[config.mk]
export PLATFORM = sky130hd
export DESIGN_NAME = cp0_regfile
export DESIGN_NICKNAME = d
export VERILOG_FILES = /design/src/rtl/cp0_regfile.sv
export SDC_FILE = /design/constraint.sdc
export NUM_CORES = 1
export LEC_CHECK = 0
export ABC_AREA = 1
export CORE_UTILIZATION = 59
export DETAILED_ROUTE_END_ITERATION = 10
export DONT_BUFFER_PORTS = 1
export PLACE_DENSITY = 0.81
export SYNTH_ARGS = -nofsm -noshare
export SYNTH_HDL_FRONTEND = slang
export SYNTH_SLANG_ARGS = --single-unit
[constraint.sdc]
create_clock -name clk -period 4.2 [get_ports clk]
set_input_delay 0.21 -clock clk [delete_from_list [all_inputs] [get_ports clk]]
set_output_delay 0.21 -clock clk [all_outputs]
set_load 0.01 [all_outputs]
[src/rtl/cp0_regfile.sv]
// MIPS CP0 register file: BadVAddr, Count, Compare, Status, Cause, EPC.
// Ports: clk/reset; MFC0 read (rd_idx/rdata); MTC0 write (wen/widx/wdata);
//   exception commit (exc_*); eret; ext_int lines;
//   outputs epc (with write bypass), int_pending, status_exl.
module cp0_regfile (
    input  logic        clk,
    input  logic        reset,
    input  logic [4:0]  rd_idx,
    output logic [31:0] rdata,
    input  logic        wen,
    input  logic [4:0]  widx,
    input  logic [31:0] wdata,
    input  logic        exc_valid,
    input  logic [4:0]  exc_code,
    input  logic [31:0] exc_pc,
    input  logic [31:0] exc_badvaddr,
    input  logic        exc_in_delay_slot,
    input  logic        eret,
    input  logic [5:0]  ext_int,
    output logic [31:0] epc,
    output logic        int_pending,
    output logic        status_exl
);

    localparam logic [4:0] IDX_BADVADDR = 5'd8;
    localparam logic [4:0] IDX_COUNT    = 5'd9;
    localparam logic [4:0] IDX_COMPARE  = 5'd11;
    localparam logic [4:0] IDX_STATUS   = 5'd12;
    localparam logic [4:0] IDX_CAUSE    = 5'd13;
    localparam logic [4:0] IDX_EPC      = 5'd14;

    logic [31:0] badvaddr_q;
    logic [31:0] count_q;
    logic [31:0] compare_q;
    logic [31:0] epc_q;
    logic [7:0]  im_q;
    logic        exl_q;
    logic        ie_q;
    logic        bd_q;
    logic        ti_q;
    logic [1:0]  ip_sw_q;
    logic [4:0]  exccode_q;
    logic [5:0]  ext_q;
    logic        tick_q;

    logic        wr_count;
    logic        wr_compare;
    logic        wr_status;
    logic        wr_cause;
    logic        wr_epc;
    logic [7:0]  ip;
    logic [31:0] status_rd;
    logic [31:0] cause_rd;

    assign wr_count   = wen && (widx == IDX_COUNT);
    assign wr_compare = wen && (widx == IDX_COMPARE);
    assign wr_status  = wen && (widx == IDX_STATUS);
    assign wr_cause   = wen && (widx == IDX_CAUSE);
    assign wr_epc     = wen && (widx == IDX_EPC);

    // Timer interrupt shares hardware line 5 (IP7).
    assign ip = {ext_q[5] | ti_q, ext_q[4:0], ip_sw_q};

    assign status_rd = {9'b0, 1'b1, 6'b0, im_q, 6'b0, exl_q, ie_q};
    assign cause_rd  = {bd_q, ti_q, 14'b0, ip, 1'b0, exccode_q, 2'b0};

    always_comb begin
        rdata = 32'h0;
        case (rd_idx)
            IDX_BADVADDR: rdata = badvaddr_q;
            IDX_COUNT:    rdata = count_q;
            IDX_COMPARE:  rdata = compare_q;
            IDX_STATUS:   rdata = status_rd;
            IDX_CAUSE:    rdata = cause_rd;
            IDX_EPC:      rdata = epc_q;
            default:      rdata = 32'h0;
        endcase
    end

    // An exception owns EPC this cycle, so the MTC0 value is not forwarded.
    assign epc         = (wr_epc && !exc_valid) ? wdata : epc_q;
    assign int_pending = ie_q && !exl_q && |(ip & im_q);
    assign status_exl  = exl_q;

    always_ff @(posedge clk or posedge reset) begin
        if (reset) begin
            badvaddr_q <= 32'h0;
            count_q    <= 32'h0;
            compare_q  <= 32'h0;
            epc_q      <= 32'h0;
            im_q       <= 8'h0;
            exl_q      <= 1'b0;
            ie_q       <= 1'b0;
            bd_q       <= 1'b0;
            ti_q       <= 1'b0;
            ip_sw_q    <= 2'b0;
            exccode_q  <= 5'h0;
            ext_q      <= 6'h0;
            tick_q     <= 1'b0;
        end else begin
            tick_q <= ~tick_q;
            ext_q  <= ext_int;

            if (wr_count)
                count_q <= wdata;
            else if (tick_q)
                count_q <= count_q + 32'd1;

            if (wr_compare)
                compare_q <= wdata;

            // Compare write beats a simultaneous match.
            if (wr_compare)
                ti_q <= 1'b0;
            else if (count_q == compare_q)
                ti_q <= 1'b1;

            if (wr_status) begin
                im_q <= wdata[15:8];
                ie_q <= wdata[0];
            end

            if (wr_cause)
                ip_sw_q <= wdata[9:8];

            if (exc_valid) begin
                exccode_q <= exc_code;
                exl_q     <= 1'b1;
                if (!exl_q) begin
                    epc_q <= exc_in_delay_slot ? exc_pc - 32'd4 : exc_pc;
                    bd_q  <= exc_in_delay_slot;
                end
                if (exc_code == 5'd4 || exc_code == 5'd5)
                    badvaddr_q <= exc_badvaddr;
            end else begin
                if (eret)
                    exl_q <= 1'b0;
                else if (wr_status)
                    exl_q <= wdata[1];
                if (wr_epc)
                    epc_q <= wdata;
            end
        end
    end

endmodule

==> metrics.cfg <==
[global_routing]
grt_pass1_vias = 9333
antenna_found_initial = 1
grt_max_degree = 113
globalRouteTotalUtil_pct = 40.45
overflow = 0
grt_pass1_wl_um = 51130

[pwr]
ir_worst_vdd_v = 0.0003339
leakage_nw = 5.147
clkPwrFrac_pct = 32.3
combPwrFrac_pct = 22.9
switchingPower_w = 0.001669
intPower_w = 0.003072
p_per_area_nw_per_um2 = 425.9
finalPower_w = 0.004742
swShare_pct = 35.20
seq_power_share_pct = 44.8

[route]
drcViolationCount = 0
viasPerCell = 6.088
avgRoutedWirePerCell_um = 20.55
drt_pass1_iterations = 8
drtIter0Drc = 1227
top_layer = met5
wl_met1_um = 13060
wl_met3_um = 4166
wirelength_um = 33560
antenna_left = 0
wl_met2_um = 15180
vias = 9942

[synthesis]
syn_nets = 1492
synth_commonest_cells = 431 x nand2_1, 154 x dfrtp_1, 144 x inv_1
yosysTopAreaCell = dfrtp_1
synth_area_leaders = dfrtp_1 39%, nand2_1 17%, o21ai_0 6.5%, inv_1 5.5%, nor2_1 4.4%
synth_enable_flop_cells = 0
synth_seq_area_share_pct = 39.40
netlist_area_um2 = 9781
ys_types = 41
ys_ff_latch = 154
synthArstFlopShare_pct = 100.0
ys.flop_type = dfrtp_1
synthMostInstantiatedCell = nand2_1
ys.warnings.count = 0
synth_top_area_share_pct = 39.40
avgSynthCellArea_um2 = 7.155
syn-instance-count = 1367

[run_status]
violations = negative hold slack
status = finished, violations left

[flow_run]
cap_violations = 0

[placed_design]
port_buffers = 0
gp_congestion = 0.9583
pre_cts_ws_ns = 1.748
placed_area_um2 = 9864
place_hpwl_um = 24060

[setup_path]
startpoint_type = flip-flop
required_ns = 4.57
cpMostUsedCell = a21oi_1
cp.arrival_ns = 3.17
crit_type = flip-flop to flip-flop
slowest_stage = inv_2
cpPeakStageDelay_ns = 0.59
crit_chain = nor2_1 > inv_1 > nand2_1 > inv_2 > a21oi_1 > a21oi_1 > dlygate4sd3_1
end_kind = flip-flop
crit_fanout = 33

[die]
io_pins = 189
die-width_um = 130.8
core.rowCount = 46
core_um2 = 16060
start_util_pct = 60.91
die_area_um2 = 17100
fp.dieH_um = 130.8

[clock_tree]
clkTransAtPathRegs_ns = 0.07
cts_buffers = 17
worstSkewPairLatency_ns = 0.44
post_cts_resized = 0
clockRootBuffer = clkbuf_16
clock_path_buffers = 2
cts_sinks = 154
post_cts_buffers = 0
holdBufCountCts = 69
h-tree-depth = 4
cts_tree = done

[sta]
tightest_slew_ns = 1.199
period_share_pct = 66.60
report.final.slew_viol_count = 0
rsz0062_at_grt = false
setup_viol = 0
setup_tns_ns = 0
max_freq_mhz = 357.5
setup_ws_ns = 1.403
hold_ws_ns = -0.004447
slew_headroom_pct = 20.00
clock_skew_ns = 0.007464
fin_crit_ns = 2.797
hold_viol_final = 3

[cells_and_area]
fin_area_um2 = 11130
drive_above_1_share_pct = 7.622
area_delta_synth_final_pct = 13.83
finalNetCount = 1529
diodes = 0

[min_path]
hold_path.class = input port to flip-flop

[critical path, delay by kind of cell (launching register included)]
| family | cells | cell delay [ns] |
|---|---|---|
| and+or+nand+nor | 2 | 0.56 |
| DFF | 1 | 0.50 |
| AOI/OAI and AO/OA | 2 | 0.23 |
| buffers and inverters | 3 | 1.43 |
[cells in the final DEF, fill, tap and decap left out, drive strengths merged]
cell	n
mux2	32
o211ai	24
a21oi	40
o22ai	18
nor3	10
clkinvlp	2
clkinv	5
a31oi	2
o21ai	134
dlygate4sd3	69
a22oi	26
and3	1
o21bai	7
and2	1
a221oi	1
nor2	129
clkbuf	19
inv	156
nand4	9
nand3b	1
bufinv	1
o221ai	5
nand3	68
xor2	22
ha	2
nand2	438
o2111ai	5
buf	6
xnor2	30
dfrtp	154
[power groups by stage]
stage | Clock, W | Sequential [W] | Combinational (W)
after floorplan | 0 | 0.00200 | 0.000828
after global placement | 0 | 0.00212 | 0.000964
after detailed placement | 0 | 0.00213 | 0.000993
after CTS | 0.00152 | 0.00210 | 0.00107
after global routing | 0.00159 | 0.00215 | 0.00121
final | 0.00153 | 0.00212 | 0.00109
[sequential cells by signal, summed over array words and instances, names as in the netlist]
name	flops
epc_q	32
tick_q	1
ie_q	1
ext_q	6
ti_q	1
status_exl	1
badvaddr_q	32
bd_q	1
exccode_q	5
ip_sw_q	2
count_q	32
im_q	8
compare_q	32
[routing by layer]
metal | global-route usage, % | vias up
met2 | 62.96 | 649
met5 | 0 | -
met1 | 52.78 | 4650
li1 | - | 4520
met3 | 13.19 | 121
met4 | 14.60 | 2
[cells by family after synthesis]
group | count (synthesis) | synth area share, %
and+or+nand+nor | 657 | 27.98
AOI/OAI and AO/OA | 262 | 15.59
buffers and inverters | 208 | 8.430
DFF | 154 | 39.40
xor gates and xnor gates | 52 | 4.656
muxes | 32 | 3.684
adders and majority gates | 2 | 0.2558
[worst paths after layout]
path	start	endpoint	slack [ns]	cells past startpoint
max	status_exl$_DFFE_PP0P_	epc_q[19]$_DFFE_PP0P_	1.40	7
min in group asynchronous	reset	im_q[6]$_DFFE_PP0P_	0.45	2
max reg2reg	status_exl$_DFFE_PP0P_	epc_q[19]$_DFFE_PP0P_	1.40	7
min reg2reg	bd_q$_DFFE_PP0P_	bd_q$_DFFE_PP0P_	0.50	2
max in group asynchronous	reset	count_q[29]$_DFFE_PP0P_	2.67	3
min	exc_valid	epc_q[7]$_DFFE_PP0P_	-0.004	2
[area by class of cell]
| cell class | count | area (µm²) |
|---|---|---|
| clock buffer | 19 | 442.9 |
| clock inverter | 13 | 135.1 |
| fill | 1282 | 4925 |
| inverter | 151 | 570.5 |
| multi-input combinational | 1005 | 5112 |
| sequential | 154 | 3854 |
| tap | 216 | 270.3 |
| timing repair buffer | 75 | 748.2 |
[per-stage QoR]
stage / utilization, % / hold WS, ns / std cells
detailed placement: 61.43 / 0.2415 / 1532
finish: 69.33 / -0.004447 / 1633
global placement: 61.43 / 0.2415 / 1532
floorplan: - / 0.2414 / 1367
global route: 69.33 / 0.005990 / 1633
CTS: 69.33 / 0.0001397 / 1633
(Power assumes the default switching activity.)
